## src/rtl/hilo_commit_pipe.sv

```systemverilog
// Carries EX results through EX/MEM and MEM/WB and commits HI/LO writes to the architectural pair.
// Latency: mem taps +1 edge, wb taps +2, hi_o/lo_o +3; stall[] holds or bubbles stages, flush bubbles both.
module hilo_commit_pipe #(
  parameter int DW = 32,
  parameter int AW = 5,
  parameter int SW = 6
) (
  input  logic          clk,
  input  logic          rst,
  input  logic          flush,
  input  logic [SW-1:0] stall,
  input  logic [AW-1:0] ex_wd,
  input  logic          ex_wreg,
  input  logic [DW-1:0] ex_wdata,
  input  logic          ex_whilo,
  input  logic [DW-1:0] ex_hi,
  input  logic [DW-1:0] ex_lo,
  output logic [AW-1:0] mem_wd,
  output logic          mem_wreg,
  output logic [DW-1:0] mem_wdata,
  output logic          mem_whilo,
  output logic [DW-1:0] mem_hi,
  output logic [DW-1:0] mem_lo,
  output logic [AW-1:0] wb_wd,
  output logic          wb_wreg,
  output logic [DW-1:0] wb_wdata,
  output logic          wb_whilo,
  output logic [DW-1:0] wb_hi,
  output logic [DW-1:0] wb_lo,
  output logic [DW-1:0] hi_o,
  output logic [DW-1:0] lo_o
);

  typedef struct packed {
    logic [AW-1:0] wd;
    logic          wreg;
    logic [DW-1:0] wdata;
    logic          whilo;
    logic [DW-1:0] hi;
    logic [DW-1:0] lo;
  } ent_t;

  ent_t ex_ent;
  ent_t mem_q;
  ent_t wb_q;
  logic [DW-1:0] hi_q;
  logic [DW-1:0] lo_q;

  assign ex_ent = '{wd: ex_wd, wreg: ex_wreg, wdata: ex_wdata,
                    whilo: ex_whilo, hi: ex_hi, lo: ex_lo};

  // A stalled stage whose successor runs must emit a bubble, otherwise the
  // successor would consume the same entry twice.
  always_ff @(posedge clk) begin
    if (rst) begin
      mem_q <= '0;
    end else if (flush) begin
      mem_q <= '0;
    end else if (stall[3] && !stall[4]) begin
      mem_q <= '0;
    end else if (!stall[3]) begin
      mem_q <= ex_ent;
    end
  end

  always_ff @(posedge clk) begin
    if (rst) begin
      wb_q <= '0;
    end else if (flush) begin
      wb_q <= '0;
    end else if (stall[4] && !stall[5]) begin
      wb_q <= '0;
    end else if (!stall[4]) begin
      wb_q <= mem_q;
    end
  end

  // The WB entry is older than anything a flush kills, so it commits regardless.
  always_ff @(posedge clk) begin
    if (rst) begin
      hi_q <= '0;
      lo_q <= '0;
    end else if (wb_q.whilo) begin
      hi_q <= wb_q.hi;
      lo_q <= wb_q.lo;
    end
  end

  assign mem_wd    = mem_q.wd;
  assign mem_wreg  = mem_q.wreg;
  assign mem_wdata = mem_q.wdata;
  assign mem_whilo = mem_q.whilo;
  assign mem_hi    = mem_q.hi;
  assign mem_lo    = mem_q.lo;

  assign wb_wd     = wb_q.wd;
  assign wb_wreg   = wb_q.wreg;
  assign wb_wdata  = wb_q.wdata;
  assign wb_whilo  = wb_q.whilo;
  assign wb_hi     = wb_q.hi;
  assign wb_lo     = wb_q.lo;

  assign hi_o      = hi_q;
  assign lo_o      = lo_q;

endmodule

```

## config.mk

```make
export PLATFORM = sky130hd
export DESIGN_NAME = hilo_commit_pipe
export DESIGN_NICKNAME = d
export VERILOG_FILES = /design/src/rtl/hilo_commit_pipe.sv
export SDC_FILE = /design/constraint.sdc
export NUM_CORES = 1
export LEC_CHECK = 0
export CAP_MARGIN = 0
export CORE_AREA = 5 5 155 157
export CTS_BUF_LIST = sky130_fd_sc_hd__clkbuf_16
export DETAILED_ROUTE_END_ITERATION = 7
export DIE_AREA = 0 0 160 162
export GPL_ROUTABILITY_DRIVEN = 1
export PLACE_DENSITY = 0.84
export SLEW_MARGIN = 40
export SYNTH_ARGS = -nofsm -noshare
export SYNTH_HDL_FRONTEND = slang
export SYNTH_SLANG_ARGS = --single-unit
```

## constraint.sdc

```tcl
create_clock -name clk -period 2.2 [get_ports clk]
set_input_delay 0.66 -clock clk [delete_from_list [all_inputs] [get_ports clk]]
set_output_delay 0.66 -clock clk [all_outputs]
set_load 0.01 [all_outputs]
```

==> results of run 1 <==
==> synth_stat cells (18+ instances only) <==
master	instances
a21oi_1	86
a21oi_2	120
buf_2	34
buf_4	18
buf_6	19
clkbuf_1	33
dfxtp_1	270
mux2i_1	64
nand2b_1	206
nand3_1	206
nor2_1	64
==> what timing repair did <==
action | in CTS | in global routing
resized for setup | 5 | 18
pin swaps | 0 | 0
endpoints found under the hold margin | 0 | 0
endpoints found under the setup margin | 5 | 18
cloned | 0 | 0
==> power breakdown <==
part / internal [µW] / switching (µW) / total (µW)
clock network: 2670 / 1930 / 4600
logic: 460 / 449 / 909
registers: 4960 / 55.5 / 5010
total: 8090 / 2430 / 10500
==> path summary, 6_finish.rpt <==
path                            slack [ns]  cells past startpoint       endpoint          start
worst min register to register        0.48                      2      wb_lo[10]     mem_lo[10]
worst max register to register        0.93                      3       hi_o[17]       wb_whilo
worst min-delay path                  0.48                      2      wb_lo[10]     mem_lo[10]
worst max-delay path                  0.04                      1  mem_wdata[28]  mem_wdata[28]
==> kinds of logic after synthesis <==
group                  count (synthesis)  share of synthesized area
multiplexers                          64                    0.05965
buffers and inverters                105                    0.06023
AO/OA/AOI/OAI                        206                     0.1379
AND/OR/NAND/NOR                      477                     0.2389
flip-flops                           270                     0.5033
==> worst reg2reg max path, delay by kind of cell (launching register included) <==
family	cells	cell delay, ns
flip-flops	1	0.35
AND/OR/NAND/NOR	1	0.07
multiplexers	1	0.31
buffers and inverters	1	0.39
==> area by class of cell <==
class,count,area (µm²)
well taps,285,356.6
repair buffers,402,4184
clock inverters,19,138.9
fillers,1688,6829
flip-flops and latches,270,5413
multi-input cells,747,4691
clock buffers,30,750.7
diodes,1,2.502
==> registers in the layout, indices dropped and copies added (netlist names) <==
name and flops:
wb_wreg 1, wb_lo 32, lo_o 32, hi_o 32
wb_wdata 32, mem_lo 32, wb_hi 32, mem_hi 32
wb_whilo 1, mem_whilo 1, wb_wd 5, mem_wreg 1
mem_wdata 32, mem_wd 5
==> stage by stage <==
stage | hold slack (ns) | setup slack, ns | utilization
global placement | 0.4660 | 0.1863 | 0.6529
CTS | 0.4788 | 0.001711 | 0.6926
detailed placement | 0.4734 | 0.1195 | 0.6529
global route | 0.5025 | 0.0009289 | 0.6947
finish | 0.4754 | 0.03851 | 0.6947
floorplan | 0.5007 | 0.7419 | -
==> routing by layer <==
layer | vias up | GRT usage
met1 | 4308 | 0.2758
li1 | 4443 | -
met5 | - | 0
met3 | 67 | 0.05379
met4 | 0 | 0.08643
met2 | 299 | 0.3985
==> results.toml, run 1 <==
[placement]
dpl_cell_area_um2 = 14600
place_congestion = 0.8129
placedCellCount = 1704
io_buffers = 378
post-dp-hpwl_mm = 21.69

[clock_network]
cts_buffers = 29
root_buffer = "clkbuf_16"
postCtsSetupRepairBufs = 0
htree_levels = 1
cts_hold_buf = 0
cts_buffer_depth = 3
tritoncts = "done"
clock-sinks = 270
cts.reportedPaths.clkPinSlew_ns = 0.06
clkLatencyLatePin_ns = 0.53

[routing]
met2WireLength_mm = 15.64
drt-met1-wl_mm = 12.74
wirelength_mm = 31.54
firstDrtPassIters = 5
wl_per_cell_um = 17.98
dr_total_vias = 9117
ant_nets = 0
dr.max_layer_used = "met4"
initialDrtViolationCount = 575
wl_met3_mm = 2.070
viasPerCell = 5.198
drc = 0

[sta]
finalCritPeriodShare = 0.9825
period_minus_slack_ns = 2.161
finalMaxSlewViolations = 0
relSlewSlack = 0.5000
clock.fmax_mhz = 462.6
finClkSkew_ns = 0.01055
worst_pin_slew_ns = 0.7499
hold_viol_final = 0
fin_setup_tns_ns = 0
setup_viol = 0
rsz0062_at_grt = "false"

[grt]
grt_max_degree = 112
track_usage = 0.2287
grt_overflow = 0
grt_pass1_wl_mm = 49.11
antenna_found_initial = 1
grt_pass1_vias = 8970

[outcome]
status = "complete, no violations"

[yosys]
syn_area_per_cell_um2 = 9.572
seq_area_frac_synth = 0.5033
yosysTopAreaCellShare = 0.5033
synth_nets = 1234
synth_warnings = 0
synth_area_leaders = "dfxtp_1, nand2b_1, a21oi_2, nand3_1, mux2i_1"
yosys.area.top_type = "dfxtp_1"
synth_edf_count = 0
synth-seq-cells = 270
synth_cell_types = 13
synthCells = 1122
netlist_area_um2 = 10740
synthFlopType = "dfxtp_1"
async_flop_share = 0

[worst_setup_path]
crit_chain = "clkdlybuf4s50_1"
path_buf_inv = 1
worst_path_max_delay_cell = "clkdlybuf4s50_1"
cp-start-kind = "flip-flop"
slowest_delay_ns = 0.58
criticalPathCategory = "flip-flop to primary output"
critPathMaxFanout = 3
crit_required_ns = 1.54
arrival_ns = 1.50
critical-path-top-delay-family = "buffers and inverters"
cp-end-kind = "primary output"

[layout]
layout-drive-gt1-share = 0.1294
area_delta_synth_final_pct = 44.65
final_cells = 1754
final_cell_area_um2 = 15540
nets = 1562
final_cell_mix = "clkdlybuf4s50_1, dfxtp_1, nand2b_1, nand3_1, a21oi_2"
final_common_cell = "clkdlybuf4s50_1"

[floorplan]
die-area_um2 = 25920
core.rowCount = 55
initial_core_util = 0.4802
pin_count = 382
die_y_um = 162
core_um2 = 22370
die_w_um = 160

[power_and_ir_drop]
p_leak_uw = 0.005271
power_uw = 10530
irDropWorstVdd_uv = 530.3
p_per_area_nw_per_um2 = 677.5

[flow_run]
cap_violations = 0

[worst_hold_path]
hp-class = "flip-flop to flip-flop"
No activity file was read; power rests on OpenSTA's default activity.
==> run 2: changes to the inputs <==
--- a/config.mk
+++ b/config.mk
@@ -6,10 +6,10 @@
 export NUM_CORES = 1
 export LEC_CHECK = 0
 export CAP_MARGIN = 0
-export CORE_AREA = 5 5 155 157
+export CORE_AREA = 2 2 152 154
 export CTS_BUF_LIST = sky130_fd_sc_hd__clkbuf_16
 export DETAILED_ROUTE_END_ITERATION = 7
-export DIE_AREA = 0 0 160 162
+export DIE_AREA = 0 0 154 156
 export GPL_ROUTABILITY_DRIVEN = 1
 export PLACE_DENSITY = 0.84
 export SLEW_MARGIN = 40
==> run 2 against run 1 <==
  * Critical path depth stayed put
  * Fmax hardly changed
  * Cell count is 0.11% higher
  * Sequential share of layout area is 0.25 points lower
  * Critical endpoint is now mem_hi[25]
  * Largest power group is now clock
==> results.toml, run 2 (synthesis gave the netlist of run 1 again) <==
[outcome]
status = "complete, no violations"

[grt]
grt_pass1_vias = 8771
track_usage = 0.2406
grt_max_degree = 107
antenna_found_initial = 1
grt_overflow = 0
grt_pass1_wl_mm = 47.14

[clock_network]
cts_buffers = 29
clock-sinks = 270
clkLatencyLatePin_ns = 0.53
htree_levels = 1
cts_hold_buf = 0
tritoncts = "done"
postCtsSetupRepairBufs = 0
root_buffer = "clkbuf_16"
cts_buffer_depth = 3
cts.reportedPaths.clkPinSlew_ns = 0.06

[power_and_ir_drop]
power_frac_clock = 0.473
internal_power_uw = 8736
p_leak_uw = 0.005261
irDropWorstVdd_uv = 640.8
power.switching_uw = 2468
p_comb_frac = 0.080
switching_share = 0.2203
seq_power_share = 0.447
p_per_area_nw_per_um2 = 716.4

[placement]
io_buffers = 378
dpl_cell_area_um2 = 14560
place_congestion = 0.8245
placedCellCount = 1702
post-dp-hpwl_mm = 20.51

[layout]
area_delta_synth_final_pct = 45.62
final_cell_mix = "clkdlybuf4s50_1, dfxtp_1, nand2b_1, nand3_1, a21oi_2"
final_cells = 1756
seq_area_um2 = 5410
final_cell_area_um2 = 15640
multi_input_comb_area_um2 = 4691
layout-drive-gt1-share = 0.1313
utilization = 0.6993
num-fill-cells = 1662
final_common_cell = "clkdlybuf4s50_1"
nets = 1560

[routing]
ant_nets = 0
drc = 0
wl_per_cell_um = 17.32
initialDrtViolationCount = 488
firstDrtPassIters = 6
dr_total_vias = 9082
wirelength_mm = 30.41
viasPerCell = 5.172

[sta]
period_minus_slack_ns = 2.163
rsz0062_at_grt = "false"
relSlewSlack = 0.5052
setup_viol = 0
finalMaxSlewViolations = 0
worst_pin_slew_ns = 0.7421
finClkSkew_ns = 0.01186
clock.fmax_mhz = 462.4
fin_setup_tns_ns = 0
hold_viol_final = 0
finalCritPeriodShare = 0.9830

[worst_setup_path]
path_buf_inv = 1
cp-end-kind = "primary output"
slowest_delay_ns = 0.58
critical-path-top-delay-family = "buffers and inverters"
crit_chain = "clkdlybuf4s50_1"
arrival_ns = 1.50
worst_path_max_delay_cell = "clkdlybuf4s50_1"
cp-start-kind = "flip-flop"
critPathMaxFanout = 3
crit_required_ns = 1.54
criticalPathCategory = "flip-flop to primary output"

[floorplan]
initial_core_util = 0.4802
pin_count = 382
die_y_um = 156
core.rowCount = 55
die-area_um2 = 24020
core_um2 = 22370
die_w_um = 154

[worst_hold_path]
hp-class = "flip-flop to flip-flop"

[flow_run]
cap_violations = 0
[run 2: changes by cell type in the layout (fill, tap and decap cells not counted), moves of 2 or more]
cell	before	now
buf_12	15	13
bufinv_16	2	8
clkdlybuf4s50_1	354	357
clkinv_1	7	5
dfxtp_1	266	268
dfxtp_2	3	1
dlymetal6s2s_1	17	14
[run 2: layout make-up]
class | count | share of cell area
Multi-Input combinational cell | 747 | 0.2999
Tap cell | 285 | 0.02280
Antenna cell | 1 | 0.0001600
Sequential cell | 270 | 0.3459
Clock buffer | 29 | 0.04640
Clock inverter | 24 | 0.02032
Timing Repair Buffer | 400 | 0.2645
[run 2: path summary, 6_finish.rpt]
path / start / to / slack, ns / depth (start not counted)
worst min register to register: mem_lo[10] / wb_lo[10] / 0.48 / 2
worst max-delay path: mem_hi[25] / mem_hi[25] / 0.04 / 1
worst min-delay path: mem_lo[10] / wb_lo[10] / 0.48 / 2
worst max register to register: wb_whilo / hi_o[30] / 0.90 / 3
[run 2: layer usage]
metal	track usage	wire length, µm	up-vias
li1	-	-	4444
met1	0.2921	12330	4255
met2	0.4113	15000	307
met3	0.05306	1847	76
met4	0.1059	1231	0
met5	0	0	-
[run 2: power groups by stage]
stage | Combinational (µW) | Sequential [µW] | Clock, µW
floorplan | 450 | 5140 | 0
global placement | 886 | 5120 | 0
detailed placement | 896 | 5120 | 0
CTS | 902 | 5010 | 5410
global route | 961 | 5020 | 5590
finish | 897 | 5010 | 5300
[run 2: through the flow]
| stage | total power (µW) | setup slack (ns) | hold slack (ns) |
|---|---|---|---|
| after global placement | 6001 | 0.1482 | 0.4663 |
| after detailed placement | 6013 | 0.1313 | 0.4710 |
| final | 11200 | 0.03740 | 0.4815 |
| after floorplan | 5592 | 0.7419 | 0.5007 |
| after CTS | 11320 | 0.002098 | 0.4825 |
| after global routing | 11570 | 0.001466 | 0.5039 |
[run 2: repair_timing]
action                                  in CTS  in global routing
endpoints found under the setup margin       3                 15
endpoints found under the hold margin        0                  0
pin swaps                                    0                  0
gates resized for setup                      3                 15
==> run 3: changes to the inputs <==
--- a/config.mk
+++ b/config.mk
@@ -6,12 +6,14 @@
 export NUM_CORES = 1
 export LEC_CHECK = 0
 export CAP_MARGIN = 0
-export CORE_AREA = 2 2 152 154
+export CELL_PAD_IN_SITES_DETAIL_PLACEMENT = 0
+export CELL_PAD_IN_SITES_GLOBAL_PLACEMENT = 2
+export CORE_AREA = 2 2 199 201
 export CTS_BUF_LIST = sky130_fd_sc_hd__clkbuf_16
 export DETAILED_ROUTE_END_ITERATION = 7
-export DIE_AREA = 0 0 154 156
+export DIE_AREA = 0 0 201 203
 export GPL_ROUTABILITY_DRIVEN = 1
-export PLACE_DENSITY = 0.84
+export PLACE_DENSITY = 0.83
 export SLEW_MARGIN = 40
 export SYNTH_ARGS = -nofsm -noshare
 export SYNTH_HDL_FRONTEND = slang
==> run 3 against run 2 <==
  * Setup slack better by 0.011 ns
  * Wire length up 11%
  * Via count up 0.13%
  * Non-clock buffer count up 9
  * Critical path depth unchanged
  * Combinational power up 2.8%
  * Global-route usage down 8.3 points
  * Die area up 70%
  * Worst hold slack worse by 0.018 ns
  * Fmax up 0.53%
  * First-iteration DRC count down 33%
==> results.toml, run 3 (synthesis gave the netlist of run 1 again) <==
[placement]
placedCellCount = 1944
dpl_cell_area_um2 = 15000
place_congestion = 0.7595
io_buffers = 378
post-dp-hpwl_mm = 22.87

[clock_network]
cts_buffer_depth = 3
postCtsSetupRepairBufs = 0
tritoncts = "done"
clock-sinks = 270
root_buffer = "clkbuf_16"
htree_levels = 1
clkLatencyLatePin_ns = 0.56
cts_buffers = 31
cts.reportedPaths.clkPinSlew_ns = 0.06

[worst_setup_path]
criticalPathCategory = "flip-flop to primary output"
crit_chain = "clkdlybuf4s50_1"
arrival_ns = 1.49
path_buf_inv = 1
crit_required_ns = 1.54
cp-end-kind = "primary output"
cp-start-kind = "flip-flop"
slowest_delay_ns = 0.58
worst_path_max_delay_cell = "clkdlybuf4s50_1"
critical-path-top-delay-family = "buffers and inverters"
critPathMaxFanout = 3

[grt]
use_met1 = 0.1921
grt_use_met3 = 0.04687
grt_pass1_vias = 8728
grt_max_degree = 99
antenna_found_initial = 1
grt_overflow = 0
track_usage = 0.1578
busiest_layer = "met2"
grt_pass1_wl_mm = 51.99
use_met2 = 0.2683

[layout]
final_cells = 2002
final_cell_area_um2 = 16040
antennaDiodeCount = 0
nets = 1571
final_common_cell = "dfxtp_1"
multi_input_comb_area_um2 = 4691
seq_area_um2 = 5409
final_cell_mix = "dfxtp_1, clkdlybuf4s50_1, nand2b_1, nand3_1, a21oi_2"
num-fill-cells = 3853
area_delta_synth_final_pct = 49.37
layout-drive-gt1-share = 0.1341

[power_and_ir_drop]
power.switching_uw = 2588
power_frac_clock = 0.450
irDropWorstVdd_uv = 570.4
p_leak_uw = 0.006371
p_comb_frac = 0.085
seq_power_share = 0.465
switching_share = 0.2399
internal_power_uw = 8200
p_per_area_nw_per_um2 = 672.4

[floorplan]
die-area_um2 = 40800
core.rowCount = 72
pin_count = 382
die_w_um = 201
initial_core_util = 0.2792
die_y_um = 203
core_um2 = 38470

[outcome]
status = "complete, no violations"

[flow_run]
cap_violations = 0

[routing]
firstDrtPassIters = 4
wirelength_mm = 33.80
dr_total_vias = 9094
ant_nets = 0
drc = 0
initialDrtViolationCount = 325
wl_per_cell_um = 16.88
viasPerCell = 4.542

[sta]
relSlewSlack = 0.4630
fin_setup_tns_ns = 0
hold_viol_final = 0
worst_pin_slew_ns = 0.8055
setup_viol = 0
rsz0062_at_grt = "false"
finalMaxSlewViolations = 0
finalCritPeriodShare = 0.9778
finClkSkew_ns = 0.008858
clock.fmax_mhz = 464.8
period_minus_slack_ns = 2.151

[worst_hold_path]
hp-class = "input pin to flip-flop"
## run 3: cell count changes in the layout (fill, tap and decap cells not counted), sizes merged, moves of 3 or more
cell,previous run,this run
dlygate4sd2,3,49
clkinv,9,15
buf,25,34
clkdlybuf4s50,357,263
inv,5,8
dlymetal6s2s,14,62
bufinv,8,2
## run 3: metal layers
layer  vias to the layer above  wire length [µm]
li1                       4476                 -
met1                      4332             14280
met2                       244             16430
met3                        40              2363
met4                         2               712
met5                         -                11
## run 3: what timing repair did
item / CTS / global route
endpoints found under the hold margin: 0 / 0
hold buffers: 0 / 0
pin swaps: 0 / 0
setup endpoints to repair: 49 / 62
gates resized for setup: 49 / 62
cloned: 0 / 0
## run 3: path summary, 6_finish.rpt
path,from,end,slack [ns],cells past startpoint
worst max-delay path,mem_lo[11],mem_lo[11],0.05,1
worst min-delay path,stall[3],mem_hi[9],0.46,3
worst max register to register,wb_whilo,hi_o[12],0.94,3
worst min register to register,mem_hi[29],wb_hi[29],0.48,2
## run 3: area by class of cell
type                       count  share of cell area
clock buffer                  31             0.04835
timing repair buffer         409              0.2706
clock inverter                27             0.01107
multi-input combinational    747              0.2924
sequential                   270              0.3372
tap                          518             0.04040
## run 3: metrics by stage
stage          utilization  hold slack (ns)  total power [µW]  worst slack [ns]
6_report            0.4171           0.4637             10790           0.04877
5_1_grt             0.4171           0.4442             11250         0.0007555
4_1_cts             0.4130           0.4236             10990         0.0004897
3_5_place_dp        0.3898           0.4742              6073            0.2505
3_3_place_gp        0.3898           0.4676              6067            0.2695
2_1_floorplan            -           0.5007              5592            0.7419
## run 3: power by group through the flow
stage               Combinational [µW]  Clock [µW]  Sequential (µW)
floorplan                          450           0             5140
global placement                   949           0             5120
detailed placement                 953           0             5120
CTS                                945        5030             5010
global route                       996        5230             5020
finish                             922        4850             5010
## run 3: tightest hold or removal path, cell delays in order
cell     delay, ns
buf_4         0.16
nand3_1       0.09
a21oi_2       0.05
